<file path="src/rtl/hilo_writeback.sv">
// HI/LO architectural register writeback for the mul/div unit: takes the unsigned
// magnitude result, applies signed fix-up, commits HI/LO and serves mfhi/mflo/mthi/mtlo.
module hilo_writeback #(
  parameter int unsigned W = 32
) (
  input  logic           clk,
  input  logic           rst_n,
  input  logic           op_start,
  input  logic           op_is_div,
  input  logic           op_signed,
  input  logic [W-1:0]   op_a,
  input  logic [W-1:0]   op_b,
  input  logic           res_valid,
  input  logic [2*W-1:0] res_in,
  output logic           res_ready,
  output logic           busy,
  input  logic           mf_req,
  input  logic           mf_sel,
  output logic [W-1:0]   mf_data,
  output logic           mf_stall,
  input  logic           mt_we,
  input  logic [W-1:0]   mt_data,
  output logic           dz_flag
);

  localparam int unsigned W2 = 2 * W;

  typedef enum logic [1:0] {
    S_IDLE   = 2'd0,
    S_WAIT   = 2'd1,
    S_FIXUP  = 2'd2,
    S_COMMIT = 2'd3
  } state_t;

  state_t         r_state;
  state_t         w_next;
  logic [W-1:0]   r_hi;
  logic [W-1:0]   r_lo;
  logic [W-1:0]   r_a_save;
  logic [W2-1:0]  r_res;
  logic [W2-1:0]  w_fix;
  logic [W-1:0]   w_q;
  logic [W-1:0]   w_r;
  logic           r_is_div;
  logic           r_neg_q;
  logic           r_neg_r;
  logic           r_dz;
  logic           r_dz_flag;

  // State register
  always_ff @(posedge clk or negedge rst_n) begin
    if (!rst_n) r_state <= S_IDLE;
    else        r_state <= w_next;
  end

  // Next-state logic; op_start is only honoured in IDLE, res_valid only in WAIT
  always_comb begin
    w_next = r_state;
    case (r_state)
      S_IDLE:   if (op_start)  w_next = S_WAIT;
      S_WAIT:   if (res_valid) w_next = S_FIXUP;
      S_FIXUP:  w_next = S_COMMIT;
      S_COMMIT: w_next = S_IDLE;
      default:  w_next = S_IDLE;
    endcase
  end

  assign w_q = r_res[W2-1:W];
  assign w_r = r_res[W-1:0];

  // Signed fix-up of the held magnitude; negating the most-negative value wraps
  always_comb begin
    w_fix = r_res;
    if (r_is_div) begin
      if (r_dz) w_fix = {{W{1'b1}}, r_a_save};
      else      w_fix = {(r_neg_q ? W'(-w_q) : w_q), (r_neg_r ? W'(-w_r) : w_r)};
    end else if (r_neg_q) begin
      w_fix = W2'(-r_res);
    end
  end

  // Op latch, result holding register and architectural HI/LO
  always_ff @(posedge clk or negedge rst_n) begin
    if (!rst_n) begin
      r_hi      <= '0;
      r_lo      <= '0;
      r_a_save  <= '0;
      r_res     <= '0;
      r_is_div  <= 1'b0;
      r_neg_q   <= 1'b0;
      r_neg_r   <= 1'b0;
      r_dz      <= 1'b0;
      r_dz_flag <= 1'b0;
    end else begin
      case (r_state)
        S_IDLE: begin
          if (op_start) begin
            r_is_div  <= op_is_div;
            r_neg_q   <= op_signed & (op_a[W-1] ^ op_b[W-1]);
            r_neg_r   <= op_signed & op_a[W-1];
            r_a_save  <= op_a;
            r_dz      <= op_is_div & (op_b == '0);
            r_dz_flag <= 1'b0;
          end else if (mt_we) begin
            if (mf_sel) r_hi <= mt_data;
            else        r_lo <= mt_data;
          end
        end
        S_WAIT: begin
          if (res_valid) r_res <= res_in;
        end
        S_FIXUP: begin
          r_res <= w_fix;
          if (r_is_div && r_dz) r_dz_flag <= 1'b1;
        end
        S_COMMIT: begin
          // Divide holds {quotient, remainder}: quotient goes to LO
          if (r_is_div) begin
            r_lo <= r_res[W2-1:W];
            r_hi <= r_res[W-1:0];
          end else begin
            r_hi <= r_res[W2-1:W];
            r_lo <= r_res[W-1:0];
          end
        end
        default: ;
      endcase
    end
  end

  assign res_ready = (r_state == S_WAIT);
  assign busy      = (r_state != S_IDLE);
  assign mf_stall  = (mf_req | mt_we) & busy;
  assign mf_data   = mf_sel ? r_hi : r_lo;
  assign dz_flag   = r_dz_flag;

endmodule

</file>
<file path="config.mk">
export PLATFORM = sky130hd
export DESIGN_NAME = hilo_writeback
export DESIGN_NICKNAME = d
export VERILOG_FILES = /design/src/rtl/hilo_writeback.sv
export SDC_FILE = /design/constraint.sdc
export NUM_CORES = 1
export LEC_CHECK = 0
export ABC_AREA = 1
export ABC_CLOCK_PERIOD_IN_PS = 1910
export CAP_MARGIN = 20
export CORE_MARGIN = 5
export CORE_UTILIZATION = 49
export CTS_CLUSTER_SIZE = 16
export DETAILED_ROUTE_END_ITERATION = 16
export PLACE_DENSITY = 0.78
export REMOVE_ABC_BUFFERS = 1
export SLEW_MARGIN = 10
export SYNTH_ARGS = -nofsm -noshare
export SYNTH_HDL_FRONTEND = slang
export SYNTH_SLANG_ARGS = --single-unit
</file>
<file path="constraint.sdc">
create_clock -name clk -period 1.91 [get_ports clk]
set_input_delay 0.191 -clock clk [delete_from_list [all_inputs] [get_ports clk]]
set_output_delay 0.191 -clock clk [all_outputs]
set_load 0.02 [all_outputs]
</file>
==> impl_metrics.yaml <==
floorplanning:
  io_pins: 205
  die-area_um2: 26100
  die_x_um: 162
  die_y_um: 162
  core.rowCount: 55
  initial_core_util_pct: 49.8
  core_um2: 22600
global_route:
  use_met1_pct: 44.7
  use_met2_pct: 49.8
  antenna_found_initial: 1
  grt.met3_usage_pct: 7.22
  grt_pass1_wl_um: 66500
  gr-max-usage-layer: "met2"
  first_global_vias: 12400
  overflow: 0
  grt_max_degree: 79
  grt.total_usage_pct: 32.1
cts:
  insertion_delay_ps: 450
  clock_path_buffers: 2
  cts-root-buf: "clkbuf_16"
  htree_levels: 4
  cts_buffers: 17
  clkTransAtPathRegs_ps: 80
  cts_sinks: 167
  cts_tree: "yes"
sta:
  finClkSkew_ps: 14.4
  rsz0062_at_grt: "true"
  fmax_ghz: 0.525
  hold_viol: 0
  relSlewSlack_pct: 67.9
  post-route-period-util_pct: 99.8
  finalSetupViolCount: 0
  min_period_ps: 1910
  whs_ps: 249
  tightest_slew_ps: 481
  drv_slew: 0
synthesis:
  async_flop_share_pct: 100
  netlist.area_leader.share_pct: 37.1
  synth_common_cells: "451 x nand2_1, 243 x nor2_1, 210 x o21ai_0"
  synth.area.top_cells: "dfrtp_1 37%, nand2_1 15%, o21ai_0 9.3%"
  yosysMostFrequentCell: "nand2_1"
  synth-seq-cells: 167
  ys_seq_area_share_pct: 37.1
  netlist_area_um2: 11300
  ys_warn_count: 0
  synth_ff_type: "dfrtp_1"
  synth-edff-count: 0
  synth_top_area_cell: "dfrtp_1"
  syn_area_per_cell_um2: 6.46
  syn_inst: 1745
  synth.distinct_cells: 37
final_layout:
  layout-drive-gt1-share_pct: 16.6
  fillCellCount: 1886
  utilization_pct: 70.6
  final_nets: 2245
  seqCellArea_um2: 4190
  final_cells: 2369
  syn2layout_area_growth_pct: 41.8
  multiInputGateArea_um2: 6370
detailed_routing:
  drc: 0
  ant_nets: 0
  via_per_inst: 5.72
  routed-via-count: 13500
  routed_wl_um: 44700
  drt-pass1-iter-count: 8
  post_drt_wl_per_cell_um: 18.9
  drt-initial-drc-count: 1587
hold_path:
  hold_class: "primary input to async pin"
setup_path:
  reg2reg_slack_ps: 5
  crit_path_max_fanout: 4
  start_kind: "register"
  endpoint: "r_res[36]$_DFFE_PN0P_"
  endpoint_kind: "register"
  crit_type: "register to register"
  timing.rr.start: "r_res[1]$_DFFE_PN0P_"
  r2r_end: "r_res[36]$_DFFE_PN0P_"
  worstPathRequired_ps: 2280
  worstRegToRegCells: 12
  cp.arrival_ps: 2270
  startpoint: "r_res[1]$_DFFE_PN0P_"
pwr:
  power_uw: 27200
  max-vdd-ir-drop_uv: 1360
  p_per_area_nw_per_um2: 1700
  power_leakage_uw: 0.00734
job:
  maxCapViolCount: 0
run_status:
  outcome: "completed"
placement:
  place.gp.congestion: 1.01
  placed_cells: 2320
  dpl.hpwl_um: 32700
  portBuffers: 204
[cell type report]
class                           instances  share of cell area [%]
Antenna cell                            1                  0.0157
Clock buffer                           17                    2.66
Clock inverter                         15                    1.10
Inverter                              189                    4.53
Multi-Input combinational cell       1305                    39.9
Sequential cell                       167                    26.2
Tap cell                              285                    2.23
Timing Repair Buffer                  390                    23.4
[sequential cells by signal (all words and copies together) (netlist names)]
name,count
r_lo,32
r_res,64
r_neg_r,1
r_hi,32
r_state,2
r_neg_q,1
r_is_div,1
dz_flag,1
r_dz,1
r_a_save,32
[where the power goes]
part / internal, uW / switching [uW] / total [uW]
clock network: 1770 / 1790 / 3560
logic: 6560 / 10200 / 16800
registers: 5370 / 1480 / 6850
[worst min path at each step]
stage,from,end,slack [ps],cells after the start
2_1_floorplan,rst_n,dz_flag$_DFFE_PN0P_,-100,0
3_5_place_dp,rst_n,r_hi[26]$_DFFE_PN0P_,160,1
4_1_cts,rst_n,r_hi[26]$_DFFE_PN0P_,250,2
5_1_grt,rst_n,r_hi[26]$_DFFE_PN0P_,280,2
6_report,rst_n,r_hi[26]$_DFFE_PN0P_,250,2
3_3_place_gp,rst_n,r_hi[26]$_DFFE_PN0P_,160,1
[worst max-delay path, cell delays in order (launching register included)]
cell and delay (ps):
dfrtp_1 420, inv_2 90, ha_4 130, buf_6 100, nand3_4 90, nor2_4 160
nand4_1 210, buf_4 220, inv_2 50, nand2_1 50, nand2_1 90, nand3_1 80
a21oi_1 150
[kinds of logic (layout without fill, tap and decap cells)]
| family | Yosys count | in the layout | share of synthesized area, % |
|---|---|---|---|
| buf+inv | 273 | 611 | 9.58 |
| xor+xnor | 17 | 17 | 1.32 |
| fa+ha+maj | 6 | 6 | 0.666 |
| flops | 167 | 167 | 37.1 |
| other cells | 0 | 1 | 0 |
| simple gates | 850 | 850 | 31.0 |
| compound gates | 432 | 432 | 20.4 |
[layout by cell type, fill, tap and decap left out, drive strengths merged, types with 6 or more instances in the layout]
cell / count
inv: 194
nor4: 8
dlymetal6s2s: 6
a221oi: 7
ha: 6
a22oi: 16
nand3: 96
nand4: 19
or2: 8
clkinv: 9
nor3: 11
o211ai: 7
nand2: 452
o21ai: 218
xor2: 17
o22ai: 9
dfrtp: 167
buf: 184
clkbuf: 20
a21oi: 165
clkdlybuf4s50: 192
nor2: 255
[per-stage QoR]
step / worst slack [ps] / instance area (um2) / TNS [ps]
floorplan: -2750 / 10900 / -239910
global placement: -40.0 / 14800 / -69.4
detailed placement: -98.5 / 14800 / -506
CTS: -13.3 / 15400 / -24.8
global route: -85.2 / 16000 / -1630
finish: 4.51 / 16000 / 0
[repair_timing]
| item | 4_1_cts | 5_1_grt |
|---|---|---|
| gates cloned | 0 | 3 |
| gates resized for setup | 12 | 153 |
| pin swaps | 5 | 16 |
| setup buffers | 4 | 8 |
| setup endpoints to repair | 34 | 128 |
| hold buffers | 1 | 0 |
| hold endpoints to repair | 32 | 0 |
[per-layer routing]
metal | wire [um] | part of all wire (%)
met3 | 5100 | 11
met2 | 19900 | 44
met1 | 18200 | 41
met5 | 9 | 0.020
met4 | 1530 | 3.4
Note: power is estimated with default switching activity, not from simulation.
